--- src/rtl/pa_fdsu_define.sv ---
// Shared definitions for the FDSU divide/sqrt sequencer: state encodings
// and the single-precision iteration constants.
package pa_fdsu_define;

   // Radix-4 SRT produces 2 quotient bits per cycle; 26 bits -> 13 cycles.
   localparam int FDSU_ITER_NUM_S = 13;
   localparam int FDSU_CNT_W      = 5;

   // One-hot sequencer states.
   typedef enum logic [4:0] {
      FDSU_IDLE   = 5'b00001,
      FDSU_IDPREP = 5'b00010,
      FDSU_ITER   = 5'b00100,
      FDSU_RND    = 5'b01000,
      FDSU_WB     = 5'b10000
   } fdsu_state_e;

endpackage

--- src/rtl/pa_fdsu_iter_cnt.sv ---
// Loadable down-counter tracking the remaining SRT iterations.
// Priority: clr > load > dec. Decrement saturates at zero so the count
// never wraps.
module pa_fdsu_iter_cnt
   import pa_fdsu_define::*;
#(
   parameter int               CNT_W    = FDSU_CNT_W,
   parameter logic [CNT_W-1:0] LOAD_VAL = CNT_W'(FDSU_ITER_NUM_S - 1)
) (
   input  logic             clk,
   input  logic             rst,
   input  logic             load,
   input  logic             dec,
   input  logic             clr,
   output logic [CNT_W-1:0] cnt,
   output logic             is_zero
);

   logic [CNT_W-1:0] cnt_q;
   logic [CNT_W-1:0] cnt_d;

   // Next count: clear, reload or saturating decrement.
   always_comb begin
      cnt_d = cnt_q;
      if (clr) begin
         cnt_d = '0;
      end else if (load) begin
         cnt_d = LOAD_VAL;
      end else if (dec && (cnt_q != '0)) begin
         cnt_d = cnt_q - 1'b1;
      end
   end

   // Count register with synchronous reset.
   always_ff @(posedge clk) begin
      if (rst) begin
         cnt_q <= '0;
      end else begin
         cnt_q <= cnt_d;
      end
   end

   assign cnt     = cnt_q;
   assign is_zero = (cnt_q == '0);

endmodule

--- src/rtl/pa_fdsu_seq_ctrl.sv ---
// Sequencer for the single-precision FDSU divide/sqrt datapath.
// Walks one op through optional denormal prepare, the SRT loop, rounding
// and write-back.
//
// Handshakes:
//   issue  : an op is taken on a cycle where ctrl_ready=1, ex1_start_vld=1,
//            exactly one of ex1_div/ex1_sqrt is set and rtu_flush=0;
//            anything else on ex1_start_vld is dropped, never queued.
//   result : wb_req stays high from entry into WB until the cycle wb_grant
//            is seen; that cycle completes the op. rtu_flush on any cycle
//            (including a grant cycle) kills the op and returns to IDLE.
module pa_fdsu_seq_ctrl
   import pa_fdsu_define::*;
#(
   parameter int ITER_NUM = FDSU_ITER_NUM_S,
   // Must satisfy 2**CNT_W > ITER_NUM.
   parameter int CNT_W    = FDSU_CNT_W
) (
   input  logic             forever_cpuclk,
   input  logic             cpurst,
   input  logic             ex1_start_vld,
   input  logic             ex1_div,
   input  logic             ex1_sqrt,
   input  logic             ex1_op0_id,
   input  logic             ex1_op1_id,
   input  logic             ex1_special_vld,
   input  logic             rtu_flush,
   input  logic             wb_grant,
   output logic             ctrl_ready,
   output logic             fdsu_busy,
   output logic             ex1_stall,
   output logic             ex1_op1_sel,
   output logic             id_f_wen,
   output logic             srt_first,
   output logic             srt_iter_vld,
   output logic             srt_last,
   output logic             rnd_vld,
   output logic             wb_req,
   output logic             wb_special,
   output logic [CNT_W-1:0] iter_cnt
);

   fdsu_state_e      state_q;
   fdsu_state_e      state_d;
   logic             wb_special_q;
   logic             wb_special_d;

   logic             cnt_load;
   logic             cnt_dec;
   logic             cnt_clr;
   logic [CNT_W-1:0] cnt_val;
   logic             cnt_zero;

   logic             acc;
   logic             dbl_den;

   logic             stall_raw;
   logic             op1_sel_raw;
   logic             id_f_wen_raw;
   logic             srt_first_raw;
   logic             iter_vld_raw;
   logic             last_raw;
   logic             rnd_raw;
   logic             wb_req_raw;

   // Issue is taken only in IDLE, for a well-formed func, and not while flushing.
   assign acc     = (state_q == FDSU_IDLE) & ex1_start_vld
                  & (ex1_div ^ ex1_sqrt) & ~rtu_flush;
   // Both divide operands denormal: normalise op0 first, then op1 next cycle.
   assign dbl_den = ex1_div & ex1_op0_id & ex1_op1_id;

   pa_fdsu_iter_cnt #(
      .CNT_W    (CNT_W),
      .LOAD_VAL (CNT_W'(ITER_NUM - 1))
   ) u_iter_cnt (
      .clk     (forever_cpuclk),
      .rst     (cpurst),
      .load    (cnt_load),
      .dec     (cnt_dec),
      .clr     (cnt_clr),
      .cnt     (cnt_val),
      .is_zero (cnt_zero)
   );

   // Next-state and per-state strobes; flush overrides everything at the end.
   always_comb begin
      state_d       = state_q;
      wb_special_d  = wb_special_q;
      cnt_load      = 1'b0;
      cnt_dec       = 1'b0;
      cnt_clr       = 1'b0;
      stall_raw     = 1'b0;
      op1_sel_raw   = 1'b0;
      id_f_wen_raw  = 1'b0;
      srt_first_raw = 1'b0;
      iter_vld_raw  = 1'b0;
      last_raw      = 1'b0;
      rnd_raw       = 1'b0;
      wb_req_raw    = 1'b0;

      case (state_q)
         FDSU_IDLE: begin
            if (acc) begin
               if (ex1_special_vld) begin
                  wb_special_d = 1'b1;
                  state_d      = FDSU_WB;
               end else if (dbl_den) begin
                  // Capture op0's normalised exponent/fraction this cycle.
                  id_f_wen_raw = 1'b1;
                  state_d      = FDSU_IDPREP;
               end else begin
                  srt_first_raw = 1'b1;
                  op1_sel_raw   = ex1_div & ex1_op1_id & ~ex1_op0_id;
                  cnt_load      = 1'b1;
                  state_d       = FDSU_ITER;
               end
            end
         end
         FDSU_IDPREP: begin
            // Second pass: find-first-one on op1 while EX1 operands are held.
            op1_sel_raw   = 1'b1;
            srt_first_raw = 1'b1;
            stall_raw     = 1'b1;
            cnt_load      = 1'b1;
            state_d       = FDSU_ITER;
         end
         FDSU_ITER: begin
            iter_vld_raw = 1'b1;
            if (cnt_zero) begin
               last_raw = 1'b1;
               state_d  = FDSU_RND;
            end else begin
               cnt_dec = 1'b1;
            end
         end
         FDSU_RND: begin
            rnd_raw = 1'b1;
            state_d = FDSU_WB;
         end
         FDSU_WB: begin
            wb_req_raw = 1'b1;
            if (wb_grant) begin
               wb_special_d = 1'b0;
               state_d      = FDSU_IDLE;
            end
         end
         default: begin
            state_d = FDSU_IDLE;
         end
      endcase

      if (rtu_flush) begin
         state_d      = FDSU_IDLE;
         wb_special_d = 1'b0;
         cnt_clr      = 1'b1;
      end
   end

   // State and special-result flag registers.
   always_ff @(posedge forever_cpuclk) begin
      if (cpurst) begin
         state_q      <= FDSU_IDLE;
         wb_special_q <= 1'b0;
      end else begin
         state_q      <= state_d;
         wb_special_q <= wb_special_d;
      end
   end

   // Every output is forced low while reset is held, even before the state
   // register has been cleared by the first reset edge.
   assign ctrl_ready   = (state_q == FDSU_IDLE) & ~cpurst;
   assign fdsu_busy    = (state_q != FDSU_IDLE) & ~cpurst;
   assign ex1_stall    = stall_raw     & ~cpurst;
   assign ex1_op1_sel  = op1_sel_raw   & ~cpurst;
   assign id_f_wen     = id_f_wen_raw  & ~cpurst;
   assign srt_first    = srt_first_raw & ~cpurst;
   assign srt_iter_vld = iter_vld_raw  & ~cpurst;
   assign srt_last     = last_raw      & ~cpurst;
   assign rnd_vld      = rnd_raw       & ~cpurst;
   assign wb_req       = wb_req_raw    & ~cpurst;
   assign wb_special   = wb_special_q  & ~cpurst;
   assign iter_cnt     = cpurst ? '0 : cnt_val;

endmodule
--- config.mk ---
export PLATFORM = sky130hd
export DESIGN_NAME = pa_fdsu_seq_ctrl
export DESIGN_NICKNAME = d
export VERILOG_FILES = /design/src/rtl/pa_fdsu_define.sv /design/src/rtl/pa_fdsu_iter_cnt.sv /design/src/rtl/pa_fdsu_seq_ctrl.sv
export SDC_FILE = /design/constraint.sdc
export NUM_CORES = 1
export LEC_CHECK = 0
export ABC_AREA = 1
export ABC_CLOCK_PERIOD_IN_PS = 1350
export CORE_MARGIN = 2
export CORE_UTILIZATION = 25
export CTS_BUF_LIST = sky130_fd_sc_hd__clkbuf_4 sky130_fd_sc_hd__clkbuf_8
export DETAILED_ROUTE_END_ITERATION = 12
export GPL_TIMING_DRIVEN = 1
export PLACE_DENSITY = 0.51
export SLEW_MARGIN = 20
export SYNTH_ARGS = -nofsm -noshare
export SYNTH_HDL_FRONTEND = slang
export SYNTH_SLANG_ARGS = --single-unit
--- constraint.sdc ---
create_clock -name forever_cpuclk -period 1.35 [get_ports forever_cpuclk]
set_input_delay 0.405 -clock forever_cpuclk [delete_from_list [all_inputs] [get_ports forever_cpuclk]]
set_output_delay 0.405 -clock forever_cpuclk [all_outputs]
set_load 0.05 [all_outputs]
## Word-level counts from Yosys, hierarchy flattened

Cells that the tools add are included.

| word-level totals | value |
|---|---|
| register bits | 11 |
| bits of input ports | 10 |
| output and inout port bits | 16 |
| word-level logic and storage cells | 81 |

| cells by class | value |
|---|---|
| $add $sub $neg | 1 |
| equal/unequal tests | 10 |
| mux-type cells | 34 |
| bitwise operators | 22 |
| reduce and logical (&&, ||, !) cells | 10 |

Operators with widths:

| operator | number |
|---|---|
| $mux W5 | 5 |
| $pmux W5 S5 | 1 |
| $mux W1 | 22 |
| $and A1 B1 Y1 | 18 |
| $mux W4 | 2 |
| $ne A2 B2 Y1 const B | 4 |
| $pmux W1 S2 | 3 |
| $eq A5 B1 Y1 const B | 1 |
| $eq A5 B2 Y1 const B | 1 |
| $eq A5 B3 Y1 const B | 1 |
| $eq A5 B4 Y1 const B | 1 |
| $eq A5 B5 Y1 const B | 1 |
| $logic_not A5 Y1 | 1 |
| $ne A5 B1 Y1 const B | 1 |
| $reduce_bool A5 Y1 | 1 |
| $sub A5 B1 Y5 const B | 1 |
| $reduce_and A4 Y1 | 1 |
| $reduce_bool A2 Y1 | 2 |
| $reduce_or A2 Y1 | 2 |
| $mux W3 | 1 |
| $not A1 Y1 | 3 |
| $reduce_and A3 Y1 | 1 |
| $reduce_or A3 Y1 | 1 |
| $logic_and A1 B1 Y1 | 1 |
| $xor A1 B1 Y1 | 1 |

## Depth between registers and ports, before layout

Gate-level depths: netlist (run 1).

| depth | value |
|---|---|
| depth after elaboration | 7 |
| mapped depth | 9 |
| gate-level depth less buffers | 9 |

## Hierarchy

Synthesis (run 1) repeated with hierarchy kept, for this count alone.

| second synthesis, totals | value |
|---|---|
| cell total of the unflattened synthesis | 146 |
| area total of the unflattened synthesis | 900.9 µm² |

Modules (own cells, without submodules):

| module | instances | cells each | area an instance (µm²) | seq. area each (µm²) |
|---|---|---|---|---|
| pa_fdsu_seq_ctrl | 1 | 97 | 568.0 | 120.1 |
| pa_fdsu_iter_cnt | 1 | 49 | 332.8 | 100.1 |

## Least setup slack after synthesis (run 1)

No wires, ideal clock.

| timing | value |
|---|---|
| path kind | register to output |
| start | register state_q[2] |
| end | output ex1_op1_sel |
| arrival time | 1927 ps |
| required time | 945 ps |
| path slack | -982 ps |
| stages on the path, launching flop included | 8 |
| path buffers | 0 |
| path through | dfxtp_1 nor2_2 nand2_2 nor2_8 inv_2 nor2_4 nand2_1 o22ai_1 |

| on the way | value |
|---|---|
| cells in the longest elaborated chain, start to end | 7 |
| elaborated cells between the ends (all ways) | 8 |
| those cells by class | eq/ne (2); mux (2); bitwise (4) |

RTL lines:

| what | line | RTL |
|---|---|---|
| from (decl) | pa_fdsu_seq_ctrl.sv:43 | `fdsu_state_e state_q;` |
| from (signal assigned) | pa_fdsu_seq_ctrl.sv:165 | `state_q <= state_d;` |
| $eq A5 B1 Y1 | pa_fdsu_seq_ctrl.sv:67, pa_fdsu_seq_ctrl.sv:101 |  |
| $and A1 B1 Y1 | pa_fdsu_seq_ctrl.sv:67 | `assign acc = (state_q == FDSU_IDLE) & ex1_start_vld` |
| $and A1 B1 Y1 (2 in series) | pa_fdsu_seq_ctrl.sv:68 | `& (ex1_div ^ ex1_sqrt) & ~rtu_flush;` |
| $mux W1 | pa_fdsu_seq_ctrl.sv:103 | `if (acc) begin` |
| $pmux W1 S2 (*) | pa_fdsu_seq_ctrl.sv:101 | `case (state_q)` |
| $and A1 B1 Y1 (*) | pa_fdsu_seq_ctrl.sv:175 | `assign ex1_op1_sel = op1_sel_raw & ~cpurst;` |
| to (decl) | pa_fdsu_seq_ctrl.sv:32 | `output logic ex1_op1_sel,` |

Mark *: on every way between the ends. The rest lies on a longest branch, timed or not.

## Final worst setup path (run 1)

| timing | value |
|---|---|
| start | register state_q[3] |
| end | output ex1_op1_sel |

The elaborated chain is that of the path after synthesis.

==> flow_summary_export.csv, run 1 <==
group,metric,value,unit
yosys,synth_seq_area_share,26.67,%
clocking,cts_tree,"done",
floorplan,dieArea,3779,µm²
critical_path,worst_setup_path_end_kind,"output pin",
yosys,syn_inst,128,
critical_path,cp_max_fo,4,
clocking,cts_hold_buf,0,
cells_and_area,final_cells,250,
yosys,syn_nets,140,
cells_and_area,diodes,0,
place,dp_cells,228,
place,dpl.hpwl,2059,µm
clocking,clock_sinks,11,
outcome,violations,"setup timing",
drt,drt-initial-drc-count,24,
critical_path,crit_family,"simple AND/OR/NAND/NOR gates",
critical_path,cp.arrival,1490,ps
timing,setup_slack,-543.3,ps
critical_path,reg2reg_from,"state_q[3]",
worst_hold_path,hold_start,"u_iter_cnt.cnt[4]",
critical_path,start_kind,"flop",
yosys,avgSynthCellArea,6.452,µm²
drt,routed_via_density,4.208,
yosys,synth_area_leaders,"dfxtp_1, nor2_1, nand2_1",
grt,grt_max_degree,10,
critical_path,cp.depth,8,
drt,detail_route.first_pass.iterations,6,
timing,min_period,1893,ps
critical_path,required,950,ps
yosys,synth_top_area_share,26.67,%
timing,fin_crit_sh,140.2,%
timing,fmax,0.5282,GHz
clocking,root_buffer,"clkbuf_4",
grt,grt_antenna_before_repair,0,
critical_path,path_cells,"nor2_4 -> nand2_4 -> nor2_8 -> inv_2 -> nor2_4 -> nand2_4 -> o22ai_4 -> buf_12",
floorplan,fp.dieH,61.48,µm
cells_and_area,layout_common_cells,"buf_4, buf_6, nor2_4, nand2_1, buf_12",
clocking,htree_levels,1,
timing,rsz0062_at_grt,"true",
worst_hold_path,hold_path.class,"flop to flop",
clocking,clockBufferDepth,2,
drt,routedWlPerCell,11.21,µm
timing,holdWs,470.9,ps
critical_path,critPathMaxStageDelay,330,ps
drt,drc,0,
cells_and_area,final_layout_size_suffix_gt1_share,72.82,%
clocking,cts_buffers,3,
yosys,synth_top_area_cell,"dfxtp_1",
grt,grt_pass1_wl,4471,µm
drt,wl,2803,µm
grt,gr-total-overflow,0,
place,gp_congestion,0.7918,
outcome,run_status,"finished, violations left",
critical_path,slowest_stage,"dfxtp_2",
clocking,path_clk_slew,70,ps
floorplan,pin_count,26,
critical_path,path_class,"flop to output pin",
place,io_buffers,25,
cells_and_area,area_growth,153.0,%
drt,vias,1052,
yosys,netlist_area,825.8,µm²
floorplan,start_util,26.61,%
flow_run,maxCapViolCount,0,
cells_and_area,layout_commonest_cell,"buf_4",
yosys,yosys_warnings,0,
timing,drv_slew,0,
power,ir_worst_vdd,379.7,µV
timing,fin_skew,7.493,ps
grt,track_usage,16.09,%
critical_path,crit_start,"state_q[3]",
clocking,clock_latency,280,ps
power,power.density,448.4,nW/µm²
yosys,ys_ff_latch,11,
timing,tightest_slew,254.6,ps
critical_path,reg2regPathDepth,12,
yosys,synth_cell_types,26,
worst_hold_path,hold_depth,2,
timing,setup_viol,24,
floorplan,die_width,61.48,µm
power,p_leak,0.8607,nW
cells_and_area,nNetsFinal,219,
timing,slew_headroom,82.96,%
drt,ant_nets,0,
floorplan,row_count,20,
critical_path,critical_path_buf_inv_count,2,
grt,grt_pass1_vias,1021,
floorplan,coreArea,3103,µm²
timing,final_hold_viol_count,0,
final timing paths:
kind / endpoint / slack, ps
max: ex1_op1_sel / -540
min: u_iter_cnt.cnt[4] / 470
max reg2reg: state_q[0] / -150
min reg2reg: u_iter_cnt.cnt[4] / 470
synth_stat cells, drive strengths merged:
cell and instances:
buf 2, nand3b 1, ha 2, o21ai 3, o22ai 1, nor2 30
nand4 2, dfxtp 11, nor3 5, xor2 1, or2 1, inv 21
a21oi 6, nand3 14, nand2 28
state kept, by name (all words and copies together) (netlist names):
| signal | count |
|---|---|
| state_q | 5 |
| u_iter_cnt.cnt | 5 |
| wb_special_q | 1 |
per-layer routing:
metal  track usage [%]  wire length, µm  part of all wire (%)
met5                 0                0                     0
met4             2.736               15                  0.54
met3             3.782               55                   2.0
met2             29.18             1613                    58
met1             19.60             1118                    40
cells by family after synthesis:
| logic type | Yosys count | share of synthesized area (%) |
|---|---|---|
| simple gates | 81 | 50.61 |
| buf+inv | 23 | 10.60 |
| flops | 11 | 26.67 |
| compound gates | 10 | 8.031 |
| fa+ha+maj | 2 | 3.030 |
| xor+xnor | 1 | 1.061 |
layout make-up:
class                      count  area [µm²]
fill                         262        1013
timing repair buffer          76       885.9
multi-input combinational     94       789.5
tap                           44       55.05
inverter                      21       93.84
clock buffer                   4       30.03
sequential                    11       235.2
through the flow:
| stage | power, mW | area (µm²) | utilization [%] | TNS [ps] | worst slack (ps) |
|---|---|---|---|---|---|
| 5_1_grt | 0.9775 | 2090 | 67.34 | -7132 | -611.3 |
| 4_1_cts | 0.8916 | 1917 | 61.77 | -4792 | -531.6 |
| 3_3_place_gp | 0.6037 | 1672 | 53.87 | -13620 | -846.3 |
| 2_1_floorplan | 0.4854 | 996.0 | - | -3615 | -579.7 |
| 3_5_place_dp | 0.6056 | 1672 | 53.87 | -14100 | -879.5 |
| 6_report | 0.9370 | 2090 | 67.34 | -5384 | -543.3 |
report_power, final:
part	total (mW)	internal [mW]	switching [mW]
clock network	0.252	0.135	0.117
registers	0.333	0.328	0.00461
logic	0.352	0.180	0.172
total	0.937	0.643	0.294
tightest hold or removal path: stages, from the launching register on:
cell     delay (ps)
dfxtp_2         320
nand2_1          60
a21oi_1          50
repair_timing:
action,4_1_cts,5_1_grt
setup endpoints to repair,27,27
resized for setup,56,32
pin swaps,21,7
buffers inserted,11,8
Note: power is estimated with default switching activity, not from simulation.
==> inputs of run 2 (changes only) <==
--- a/config.mk
+++ b/config.mk
@@ -7,9 +7,9 @@
 export LEC_CHECK = 0
 export ABC_AREA = 1
 export ABC_CLOCK_PERIOD_IN_PS = 1350
-export CORE_MARGIN = 2
+export CORE_MARGIN = 3
 export CORE_UTILIZATION = 25
-export CTS_BUF_LIST = sky130_fd_sc_hd__clkbuf_4 sky130_fd_sc_hd__clkbuf_8
+export CTS_BUF_LIST = sky130_fd_sc_hd__clkbuf_8
 export DETAILED_ROUTE_END_ITERATION = 12
 export GPL_TIMING_DRIVEN = 1
 export PLACE_DENSITY = 0.51
==> flow_summary_export.csv, run 2 (synthesized netlist as in run 1, its figures left out) <==
group,metric,value,unit
floorplan,fp.dieH,63.48,µm
timing,drv_slew,0,
clocking,root_buffer,"clkbuf_8",
drt,routedWlPerCell,12.85,µm
drt,routed_via_density,4.447,
cells_and_area,register_area,231.5,µm²
critical_path,required,950,ps
place,dpl.hpwl,2096,µm
cells_and_area,nNetsFinal,222,
critical_path,cp.arrival,1440,ps
clocking,htree_levels,1,
clocking,cts_tree,"done",
critical_path,reg2reg_slack,-90,ps
floorplan,coreArea,3103,µm²
critical_path,regToRegEndpoint,"u_iter_cnt.cnt[3]",
outcome,run_status,"finished, violations left",
grt,grt_max_degree,10,
worst_hold_path,hold_path.class,"flop to flop",
timing,min_period,1841,ps
critical_path,path_class,"flop to output pin",
power,p_leak,0.8874,nW
cells_and_area,final_layout_size_suffix_gt1_share,72.73,%
critical_path,cp.depth,7,
grt,gr-total-overflow,0,
timing,final_hold_viol_count,0,
clocking,cts_buffers,3,
floorplan,dieArea,4029,µm²
critical_path,reg2regPathDepth,10,
drt,drt-initial-drc-count,28,
cells_and_area,layout_commonest_cell,"buf_4",
critical_path,crit_end,"srt_first",
outcome,violations,"setup timing",
place,gp_congestion,0.7771,
grt,grt_pass1_vias,1131,
cells_and_area,area_growth,160.2,%
grt,grt_pass1_wl,5050,µm
drt,drc,0,
timing,fin_crit_sh,136.3,%
drt,wl,3250,µm
drt,ant_nets,0,
clocking,clock_latency,240,ps
cells_and_area,multi_input_area,823.3,µm²
clocking,clock_sinks,11,
timing,fin_skew,1.726,ps
place,io_buffers,25,
timing,rsz0062_at_grt,"true",
grt,track_usage,15.83,%
cells_and_area,layout_common_cells,"buf_4, buf_6, nand2_1",
timing,setup_viol,23,
critical_path,worst_setup_path_end_kind,"output pin",
drt,vias,1125,
floorplan,row_count,20,
critical_path,cp_max_fo,4,
timing,slew_headroom,83.55,%
timing,tightest_slew,245.4,ps
critical_path,path_cells,"nor2_4 -> nand2_4 -> nor2_8 -> buf_6 -> nand3_4 -> a21oi_4 -> buf_12",
clocking,path_clk_slew,50,ps
flow_run,maxCapViolCount,0,
floorplan,start_util,26.61,%
floorplan,die_width,63.48,µm
critical_path,crit_start,"state_q[3]",
cells_and_area,diodes,0,
critical_path,reg2reg_from,"state_q[3]",
critical_path,start_kind,"flop",
power,ir_worst_vdd,450.7,µV
timing,fmax,0.5433,GHz
floorplan,pin_count,26,
critical_path,critPathMaxStageDelay,330,ps
power,power.density,481.8,nW/µm²
grt,grt_antenna_before_repair,0,
critical_path,critical_path_buf_inv_count,2,
clocking,clockBufferDepth,2,
critical_path,crit_family,"simple AND/OR/NAND/NOR gates",
drt,detail_route.first_pass.iterations,5,
timing,setup_slack,-490.6,ps
cells_and_area,fillers,239,
critical_path,slowest_stage,"dfxtp_2",
cells_and_area,utilization,69.23,%
timing,final.setup.tns,-4775,ps
[run 2: worst min-delay path by stage]
| stage | slack, ps | depth (start not counted) | start | end |
|---|---|---|---|---|
| final | 470 | 2 | u_iter_cnt.cnt[4] | u_iter_cnt.cnt[4] |
| after global routing | 480 | 2 | u_iter_cnt.cnt[4] | u_iter_cnt.cnt[4] |
| after CTS | 470 | 2 | u_iter_cnt.cnt[4] | u_iter_cnt.cnt[4] |
| after detailed placement | 460 | 2 | u_iter_cnt.cnt[0] | u_iter_cnt.cnt[0] |
| after global placement | 450 | 2 | u_iter_cnt.cnt[4] | u_iter_cnt.cnt[4] |
| after floorplan | 440 | 2 | u_iter_cnt.cnt[4] | u_iter_cnt.cnt[4] |
[run 2: per-layer routing]
layer  global-route usage (%)  vias to the layer above  routed length (µm)
li1                         -                      564                   -
met1                    17.07                      539                1165
met2                    31.55                       16                1980
met3                    3.209                        6                  71
met4                    2.426                        0                  32
met5                        0                        -                   0
[run 2: what timing repair did]
item / 4_1_cts / 5_1_grt
hold buffers: 0 / 0
buffers inserted: 14 / 14
endpoints found under the setup margin: 27 / 27
pin swaps: 24 / 24
resized for setup: 53 / 43
[run 2: area by class of cell]
cell class                      instances  area share (%)
Timing Repair Buffer                   79           41.88
Clock buffer                            3           1.922
Clock inverter                          1          0.1747
Sequential cell                        11           10.77
Multi-Input combinational cell         94           38.32
Tap cell                               44           2.563
Inverter                               21           4.368
[run 2: worst min-delay path, stage by stage (launching register included)]
cell and delay, ps:
dfxtp_2 320, nand2_2 70, a21oi_2 50
[run 2: where the power goes]
group | switching [mW] | internal [mW] | total, mW
Sequential | 0.00459 | 0.331 | 0.335
Clock | 0.125 | 0.200 | 0.324
Combinational | 0.181 | 0.195 | 0.376
[run 2: metrics by stage]
step / hold slack (ps) / worst slack [ps] / instances / area, µm² / power [mW]
2_1_floorplan: 440.1 / -579.7 / 128 / 996.0 / 0.4854
6_report: 472.8 / -490.6 / 253 / 2148 / 1.035
4_1_cts: 465.9 / -480.8 / 243 / 1927 / 0.9916
3_5_place_dp: 460.3 / -896.1 / 229 / 1679 / 0.6064
5_1_grt: 480.9 / -545.3 / 253 / 2148 / 1.081
3_3_place_gp: 453.6 / -849.3 / 229 / 1679 / 0.6052
